**config.mk**
```make
export PLATFORM = sky130hd
export DESIGN_NAME = fpu_special_case_unit
export DESIGN_NICKNAME = d
export VERILOG_FILES = /design/src/rtl/fpu_special_pkg.sv /design/src/rtl/fp_classify.sv /design/src/rtl/fpu_special_case_unit.sv
export SDC_FILE = /design/constraint.sdc
export NUM_CORES = 1
export LEC_CHECK = 0
export ABC_AREA = 1
export BUFFER_PORTS_ARGS = -buffer_cell sky130_fd_sc_hd__buf_2
export CAP_MARGIN = 40
export CELL_PAD_IN_SITES_DETAIL_PLACEMENT = 0
export CELL_PAD_IN_SITES_GLOBAL_PLACEMENT = 1
export CORE_MARGIN = 5
export CORE_UTILIZATION = 28
export DETAILED_ROUTE_END_ITERATION = 7
export PLACE_DENSITY_LB_ADDON = 0.2
export SYNTH_ARGS = -nofsm -noshare
export SYNTH_HDL_FRONTEND = slang
export SYNTH_HIERARCHICAL = 1
export SYNTH_SLANG_ARGS = --single-unit
```
**constraint.sdc**
```tcl
create_clock -name clk -period 2 [get_ports clk]
set_input_delay 0.2 -clock clk [delete_from_list [all_inputs] [get_ports clk]]
set_output_delay 0.2 -clock clk [all_outputs]
set_load 0.01 [all_outputs]
```
**src/rtl/fpu_special_pkg.sv**
```systemverilog
`default_nettype none
// +-----------------------------------------------------------------------+
// | fpu_special_pkg: operand classes, opcodes and special-value builders |
// | Revision: 1.0                                                         |
// +-----------------------------------------------------------------------+
package fpu_special_pkg;

  typedef enum logic [2:0] {
    CLS_ZERO = 3'd0,
    CLS_SUB  = 3'd1,
    CLS_NORM = 3'd2,
    CLS_INF  = 3'd3,
    CLS_QNAN = 3'd4,
    CLS_SNAN = 3'd5
  } fp_class_e;

  localparam logic [1:0] OP_ADD = 2'b00;
  localparam logic [1:0] OP_SUB = 2'b01;
  localparam logic [1:0] OP_MUL = 2'b10;
  localparam logic [1:0] OP_DIV = 2'b11;

  // Builders return a 64-bit container; callers truncate to their width.
  function automatic logic [63:0] fp_exp_ones(input int w, input int ew);
    return ((64'd1 << ew) - 64'd1) << (w - 1 - ew);
  endfunction

  function automatic logic [63:0] fp_qnan(input int w, input int ew);
    return fp_exp_ones(w, ew) | (64'd1 << (w - 2 - ew));
  endfunction

  function automatic logic [63:0] fp_inf(input int w, input int ew, input logic s);
    return fp_exp_ones(w, ew) | ({63'd0, s} << (w - 1));
  endfunction

  function automatic logic [63:0] fp_zero(input int w, input logic s);
    return {63'd0, s} << (w - 1);
  endfunction

endpackage
`default_nettype wire

```
**src/rtl/fp_classify.sv**
```systemverilog
`default_nettype none
// +-----------------------------------------------------------------------+
// | fp_classify: combinational IEEE-754 operand classifier               |
// | Revision: 1.0                                                         |
// +-----------------------------------------------------------------------+
module fp_classify
  import fpu_special_pkg::*;
#(
  parameter int W  = 32,
  parameter int EW = 8
) (
  input  logic [W-1:0] op_i,
  output logic [2:0]   cls_o,
  output logic         sign_o
);

  localparam int MW = W - EW - 1;

  logic [EW-1:0] exp_f;
  logic [MW-1:0] frac_f;

  assign exp_f  = op_i[W-2 -: EW];
  assign frac_f = op_i[MW-1:0];
  assign sign_o = op_i[W-1];

  always_comb begin
    cls_o = CLS_NORM;
    if (exp_f == '0) begin
      cls_o = (frac_f == '0) ? CLS_ZERO : CLS_SUB;
    end else if (&exp_f) begin
      if (frac_f == '0)        cls_o = CLS_INF;
      else if (frac_f[MW-1])   cls_o = CLS_QNAN;
      else                     cls_o = CLS_SNAN;
    end
  end

endmodule
`default_nettype wire

```
**src/rtl/fpu_special_case_unit.sv**
```systemverilog
`default_nettype none
// +-----------------------------------------------------------------------+
// | fpu_special_case_unit: 2-stage special-operand bypass and IEEE flags |
// | Revision: 1.0                                                         |
// +-----------------------------------------------------------------------+
module fpu_special_case_unit
  import fpu_special_pkg::*;
#(
  parameter int W  = 32,
  parameter int EW = 8
) (
  input  logic         clk,
  input  logic         rst,
  input  logic         valid_i,
  input  logic [1:0]   operation,
  input  logic [W-1:0] data1,
  input  logic [W-1:0] data2,
  input  logic         flag_clear,
  output logic         valid_o,
  output logic         special_o,
  output logic         nan_flag,
  output logic [W-1:0] result_o,
  output logic         invalid_sticky,
  output logic         divzero_sticky
);

  localparam logic [W-1:0] QNAN_C = W'(fp_qnan(W, EW));

  logic [2:0]   cls_a_d, cls_b_d;
  logic         sa_d, sb_d;

  logic         v1_q;
  logic [1:0]   op_q;
  logic [2:0]   cls_a_q, cls_b_q;
  logic         sa_q, sb_q;

  logic         special_d, nan_d, inv_d, dz_d;
  logic [W-1:0] result_d;

  logic         valid_q, special_q, nan_q, inv_q, dz_q;
  logic [W-1:0] result_q;

  fp_classify #(.W(W), .EW(EW)) u_cls_a (.op_i(data1), .cls_o(cls_a_d), .sign_o(sa_d));
  fp_classify #(.W(W), .EW(EW)) u_cls_b (.op_i(data2), .cls_o(cls_b_d), .sign_o(sb_d));

  always_ff @(posedge clk or posedge rst) begin
    if (rst) begin
      v1_q    <= 1'b0;
      op_q    <= OP_ADD;
      cls_a_q <= CLS_ZERO;
      cls_b_q <= CLS_ZERO;
      sa_q    <= 1'b0;
      sb_q    <= 1'b0;
    end else begin
      v1_q <= valid_i;
      if (valid_i) begin
        op_q    <= operation;
        cls_a_q <= cls_a_d;
        cls_b_q <= cls_b_d;
        sa_q    <= sa_d;
        sb_q    <= sb_d;
      end
    end
  end

  logic a_zero, b_zero, a_inf, b_inf, a_fin, b_fin, any_snan, any_qnan;
  logic sx, sb_eff;

  assign a_zero   = (cls_a_q == CLS_ZERO);
  assign b_zero   = (cls_b_q == CLS_ZERO);
  assign a_inf    = (cls_a_q == CLS_INF);
  assign b_inf    = (cls_b_q == CLS_INF);
  assign a_fin    = (cls_a_q == CLS_SUB) || (cls_a_q == CLS_NORM);
  assign b_fin    = (cls_b_q == CLS_SUB) || (cls_b_q == CLS_NORM);
  assign any_snan = (cls_a_q == CLS_SNAN) || (cls_b_q == CLS_SNAN);
  assign any_qnan = (cls_a_q == CLS_QNAN) || (cls_b_q == CLS_QNAN);
  assign sx       = sa_q ^ sb_q;
  // Subtraction is addition of the negated second operand.
  assign sb_eff   = sb_q ^ (op_q == OP_SUB);

  always_comb begin
    special_d = 1'b0;
    nan_d     = 1'b0;
    inv_d     = 1'b0;
    dz_d      = 1'b0;
    result_d  = '0;
    if (any_snan) begin
      special_d = 1'b1;
      nan_d     = 1'b1;
      inv_d     = 1'b1;
      result_d  = QNAN_C;
    end else if (any_qnan) begin
      special_d = 1'b1;
      nan_d     = 1'b1;
      result_d  = QNAN_C;
    end else begin
      unique case (op_q)
        OP_ADD, OP_SUB: begin
          if (a_inf && b_inf && (sa_q != sb_eff)) begin
            special_d = 1'b1;
            nan_d     = 1'b1;
            inv_d     = 1'b1;
            result_d  = QNAN_C;
          end else if (a_inf) begin
            special_d = 1'b1;
            result_d  = W'(fp_inf(W, EW, sa_q));
          end else if (b_inf) begin
            special_d = 1'b1;
            result_d  = W'(fp_inf(W, EW, sb_eff));
          end
        end
        OP_MUL: begin
          if ((a_zero && b_inf) || (a_inf && b_zero)) begin
            special_d = 1'b1;
            nan_d     = 1'b1;
            inv_d     = 1'b1;
            result_d  = QNAN_C;
          end else if (a_inf || b_inf) begin
            special_d = 1'b1;
            result_d  = W'(fp_inf(W, EW, sx));
          end else if (a_zero || b_zero) begin
            special_d = 1'b1;
            result_d  = W'(fp_zero(W, sx));
          end
        end
        default: begin
          if ((a_zero && b_zero) || (a_inf && b_inf)) begin
            special_d = 1'b1;
            nan_d     = 1'b1;
            inv_d     = 1'b1;
            result_d  = QNAN_C;
          end else if (a_fin && b_zero) begin
            special_d = 1'b1;
            dz_d      = 1'b1;
            result_d  = W'(fp_inf(W, EW, sx));
          end else if (a_inf) begin
            special_d = 1'b1;
            result_d  = W'(fp_inf(W, EW, sx));
          end else if (b_inf || (a_zero && b_fin)) begin
            special_d = 1'b1;
            result_d  = W'(fp_zero(W, sx));
          end
        end
      endcase
    end
  end

  always_ff @(posedge clk or posedge rst) begin
    if (rst) begin
      valid_q   <= 1'b0;
      special_q <= 1'b0;
      nan_q     <= 1'b0;
      result_q  <= '0;
      inv_q     <= 1'b0;
      dz_q      <= 1'b0;
    end else begin
      valid_q   <= v1_q;
      special_q <= v1_q & special_d;
      nan_q     <= v1_q & nan_d;
      result_q  <= v1_q ? result_d : '0;
      // A new set on the same edge as a clear wins.
      inv_q     <= (v1_q & inv_d) | (inv_q & ~flag_clear);
      dz_q      <= (v1_q & dz_d)  | (dz_q  & ~flag_clear);
    end
  end

  assign valid_o        = valid_q;
  assign special_o      = special_q;
  assign nan_flag       = nan_q;
  assign result_o       = result_q;
  assign invalid_sticky = inv_q;
  assign divzero_sticky = dz_q;

endmodule
`default_nettype wire

```
# Word-level counts from Yosys, hierarchy flattened
# Index checks and enable logic that the tools add are counted.
# word_totals
reg_bits	48
input_bits	70
out_inout_bits	37
# classes
n_eq_ne	13
muxes	50
bitwise	11
reduce_logical	27
# ops
cell	count
32-bit 2-to-1 mux	13
32-bit one-hot mux with 2 select lines	1
23-bit zero test	2
1-bit 2-to-1 mux	28
3-bit 2-to-1 mux	6
8-bit zero test	2
8-bit AND reduction	2
3-bit by 2-bit equality test with 1-bit output, second input constant	4
3-bit equality test, second input constant	4
1-bit logical OR	9
1-bit logical AND	7
1-bit AND	6
3-bit by 1-bit equality test with 1-bit output, second input constant	2
3-bit zero test	2
1-bit one-hot mux with 2 select lines	2
3-bit OR reduction	1
2-bit by 1-bit equality test with 1-bit output, second input constant	1
2-bit equality test, second input constant	1
2-bit zero test	1
1-bit OR	2
2-bit OR reduction	1
1-bit bitwise XOR	2
1-bit inequality test	1
1-bit NOT	1

# Logic depth before layout (Yosys ltp)
# depth
word_depth	12
depth_mapped	9

# Hierarchy
# Netlist, hierarchy kept.
# by_module_without_submodules
mod	n_inst	cells_per_inst	area_per_inst_um2	seq_area_each_um2
fpu_special_case_unit	1	163	1209.9	450.4
fp_classify	2	37	160.2	0.0

# Worst setup path before layout
# OpenSTA, ideal clock, no wires.
# synth_path
path_kind	register -> register
from	register cls_a_q[1]
to	register result_q[31] (netlist: result_o[31])
setup_time_ps	114
arrival_ps	1036
t_required_ps	1886
slack_ps	849
stages_incl_launch_ff	9
path_buffers	0
path_cell_list	dfrtp_1 nor2_2 nand2_1 o21ai_2 nor2_1 nand2_1 nand2_1 nand2_1 nor2_1
# synth_between
elab_chain_cells	11
# synth_lines
item	line	text
start, declared	fpu_special_case_unit.sv:34	logic [2:0] cls_a_q, cls_b_q;
start signal, assigned	fpu_special_case_unit.sv:58	cls_a_q <= cls_a_d;
3-bit zero test	fpu_special_case_unit.sv:69	assign a_zero = (cls_a_q == CLS_ZERO);
1-bit logical AND	fpu_special_case_unit.sv:139	end else if (b_inf || (a_zero && b_fin)) begin
1-bit logical OR	fpu_special_case_unit.sv:139	
32-bit 2-to-1 mux	fpu_special_case_unit.sv:139	
32-bit 2-to-1 mux	fpu_special_case_unit.sv:136	end else if (a_inf) begin
32-bit 2-to-1 mux	fpu_special_case_unit.sv:132	end else if (a_fin && b_zero) begin
32-bit 2-to-1 mux	fpu_special_case_unit.sv:127	if ((a_zero && b_zero) || (a_inf && b_inf)) begin
32-bit one-hot mux with 2 select lines	fpu_special_case_unit.sv:97	unique case (op_q)
32-bit 2-to-1 mux	fpu_special_case_unit.sv:92	end else if (any_qnan) begin
32-bit 2-to-1 mux *	fpu_special_case_unit.sv:87	if (any_snan) begin
32-bit 2-to-1 mux *	fpu_special_case_unit.sv:160	result_q <= v1_q ? result_d : '0;
end signal, assigned	fpu_special_case_unit.sv:160	
end, declared	fpu_special_case_unit.sv:41	logic [W-1:0] result_q;
# Mark *: on every way between the ends. The rest lies on a longest branch, timed or not.
# A chain may end at the register's enable or synchronous reset.

# Worst setup path after layout
# layout_path
from	register cls_a_q[0]
to	register special_q (netlist: special_o)
# layout_between
elab_chain_cells	11
# layout_lines
item	line	text
3-bit zero test	fpu_special_case_unit.sv:69	
1-bit logical AND	fpu_special_case_unit.sv:139	
1-bit logical OR	fpu_special_case_unit.sv:139	
1-bit 2-to-1 mux	fpu_special_case_unit.sv:139	
1-bit 2-to-1 mux	fpu_special_case_unit.sv:136	
1-bit 2-to-1 mux	fpu_special_case_unit.sv:132	
1-bit 2-to-1 mux	fpu_special_case_unit.sv:127	
1-bit one-hot mux with 2 select lines	fpu_special_case_unit.sv:97	
1-bit 2-to-1 mux	fpu_special_case_unit.sv:92	
1-bit 2-to-1 mux *	fpu_special_case_unit.sv:87	
1-bit AND *	fpu_special_case_unit.sv:158	special_q <= v1_q & special_d;
end signal, assigned	fpu_special_case_unit.sv:158	
end, declared	fpu_special_case_unit.sv:40	logic valid_q, special_q, nan_q, inv_q, dz_q;
# Marked as above.

==> reports/metrics.yaml <==
endpoint: "special_o"
die_area_um2: 7043
seq_area_frac_synth_pct: 29.44
cts_resized: 0
regToRegStartpoint: "cls_a_q[0]"
crit_path_start_kind: "flop"
pre_cts_slack_ps: 725.9
relSlewSlack_pct: 55.09
async_flop_share_pct: 100.0
diodes: 0
drtIter0Drc: 39
ys_ff_latch: 18
cts-root-buf: "clkbuf_8"
synth_edf_count: 0
placed_cells: 380
numCtsBuffers: 3
max_freq_ghz: 0.7802
dieHeight_um: 83.93
avgSynthCellArea_um2: 6.457
yosys_warnings: 6
holdBufCountCts: 0
grt_overflow: 0
fin_nets: 383
worst-path-max-fanout: 5
wl_per_cell_um: 9.536
cp-end-kind: "flop"
holdCritPathClass: "in2async"
final_area_um2: 1926
core_um2: 5405
setup_slack_ps: 718.3
power_density_nw_per_um2: 471.9
drtPass1Iterations: 4
max_cap_violations: 0
p_leak_uw: 0.001101
clk_pin_slew_ps: 70
r2r_cells: 7
die_w_um: 83.93
required_ps: 2190
numPortBuffers: 84
yosysUniqueCellTypes: 25
instances_no_fill: 384
post-synth-top-count-cell: "nand2_1"
grtUsageTotal_pct: 10.67
syn-cell-area_um2: 1530
cts.path.max_buffers: 2
final_layout_size_suffix_gt1_share_pct: 33.65
area_growth_syn_to_layout_pct: 25.84
htreeDepth: 1
drv_slew: 0
fin_crit_ps: 1282
run_status: "complete, no violations"
fin_crit_sh_pct: 64.08
yosysTopAreaCell: "dfrtp_1"
vias: 1560
antenna_found_initial: 0
synth_area_leaders: "dfrtp_1, buf_4, nand2_1"
yosys.area.top_type_share_pct: 29.44
placed_area_um2: 1871
placementRows: 27
r2r_end: "special_o"
fin_tns_setup_ps: 0
synthCells: 237
grt_max_degree: 21
grt_pass1_wl_um: 6299
insertion_delay_ps: 260
synthTopCellsByCount: "nand2_1, nor2_1, buf_4"
place_hpwl_um: 3238
routed_wirelength_um: 3662
setup.worst_path.class: "reg2reg"
clock_skew_ps: 2.223
synth_ff_type: "dfrtp_1"
final_core_util_pct: 35.63
post_drt_via_cell_ratio: 4.063
cts_tree: "done"
vdd_drop_max_v: 0.0002665
io_pins: 107
r2r_slack_ps: 720
cts.sinks: 18
worstPathArrival_ps: 1470
worst_pin_slew_ps: 672.9
drc: 0
timing_hold_violations_final: 0
crit_start: "cls_a_q[0]"
ant_nets: 0
rsz0062_at_grt: "false"
cts_setup_buffers: 0
setup_viol: 0
fillers: 618
place_congestion: 0.8726
first_global_vias: 1552
start_util_pct: 28.31
==> flip-flops by register name (all words and copies together) (netlist names) <==
signal,flops
divzero_sticky,1
valid_o,1
v1_q,1
sb_q,1
nan_flag,1
special_o,1
cls_b_q,3
invalid_sticky,1
sa_q,1
result_o,2
op_q,2
cls_a_q,3
==> through the flow <==
stage	power (uW)	hold WS [ps]
floorplan	558.5	138.6
global placement	617.4	346.3
detailed placement	617.7	345.8
CTS	929.4	60.85
global route	981.6	117.8
finish	908.6	30.86
==> placed cells by master (no fill, tap or decap), drive strengths merged, types with 2 or more instances in the layout <==
master / netlist / routed
o21ai: 12 / 12
dfrtp: 18 / 18
a21oi: 6 / 6
nor2: 51 / 51
conb: 1 / 22
buf: 33 / 84
nand4: 6 / 6
clkbuf: 1 / 4
nor3: 2 / 2
nand2: 68 / 68
inv: 19 / 19
nand3: 14 / 14
==> kinds of logic after synthesis <==
logic type             after synthesis  synth area share (%)
other                                1                0.2451
AND/OR/NAND/NOR                    142                 40.80
buffers and inverters               54                 21.18
AO/OA/AOI/OAI                       21                 7.605
multiplexers                         1                0.7358
flip-flops                          18                 29.44
==> worst min-delay path by stage <==
stage / end / slack [ps] / depth (start not counted)
3_5_place_dp: valid_o / 350 / 2
3_3_place_gp: valid_o / 350 / 2
2_1_floorplan: cls_a_q[0] / 140 / 1
4_1_cts: special_o / 60 / 2
5_1_grt: result_o[30] / 120 / 2
6_report: special_o / 30 / 2
==> layer usage <==
| metal | wire, um | up-vias | GRT usage, % |
|---|---|---|---|
| met3 | 345 | 8 | 2.172 |
| met2 | 1675 | 68 | 17.86 |
| met5 | 0 | - | 0 |
| li1 | - | 841 | - |
| met4 | 97 | 0 | 5.702 |
| met1 | 1543 | 643 | 12.75 |
==> worst max-delay path, stage by stage, from the launching register on <==
cell	delay, ps
dfrtp_1	430
nor2_2	190
nand2_1	110
o21ai_2	180
nand2_2	90
clkinv_1	50
nor2_1	30
a21oi_1	110
==> final cells by class <==
cell class                      count  area, um2  share of cell area [%]
Multi-Input combinational cell    186      834.6                   43.34
Sequential cell                    18      450.4                   23.39
Timing Repair Buffer               84      420.4                   21.83
Tap cell                           72      90.09                   4.678
Inverter                           20      75.07                   3.899
Clock buffer                        4      55.05                   2.859
==> power breakdown <==
part	total [uW]	internal (uW)	leakage, uW	switching [uW]
combinational	214	91.9	0.000841	122
clock	300	175	0.0000288	125
sequential	395	382	0.000232	13.5
No activity file was read; power rests on OpenSTA's default activity.
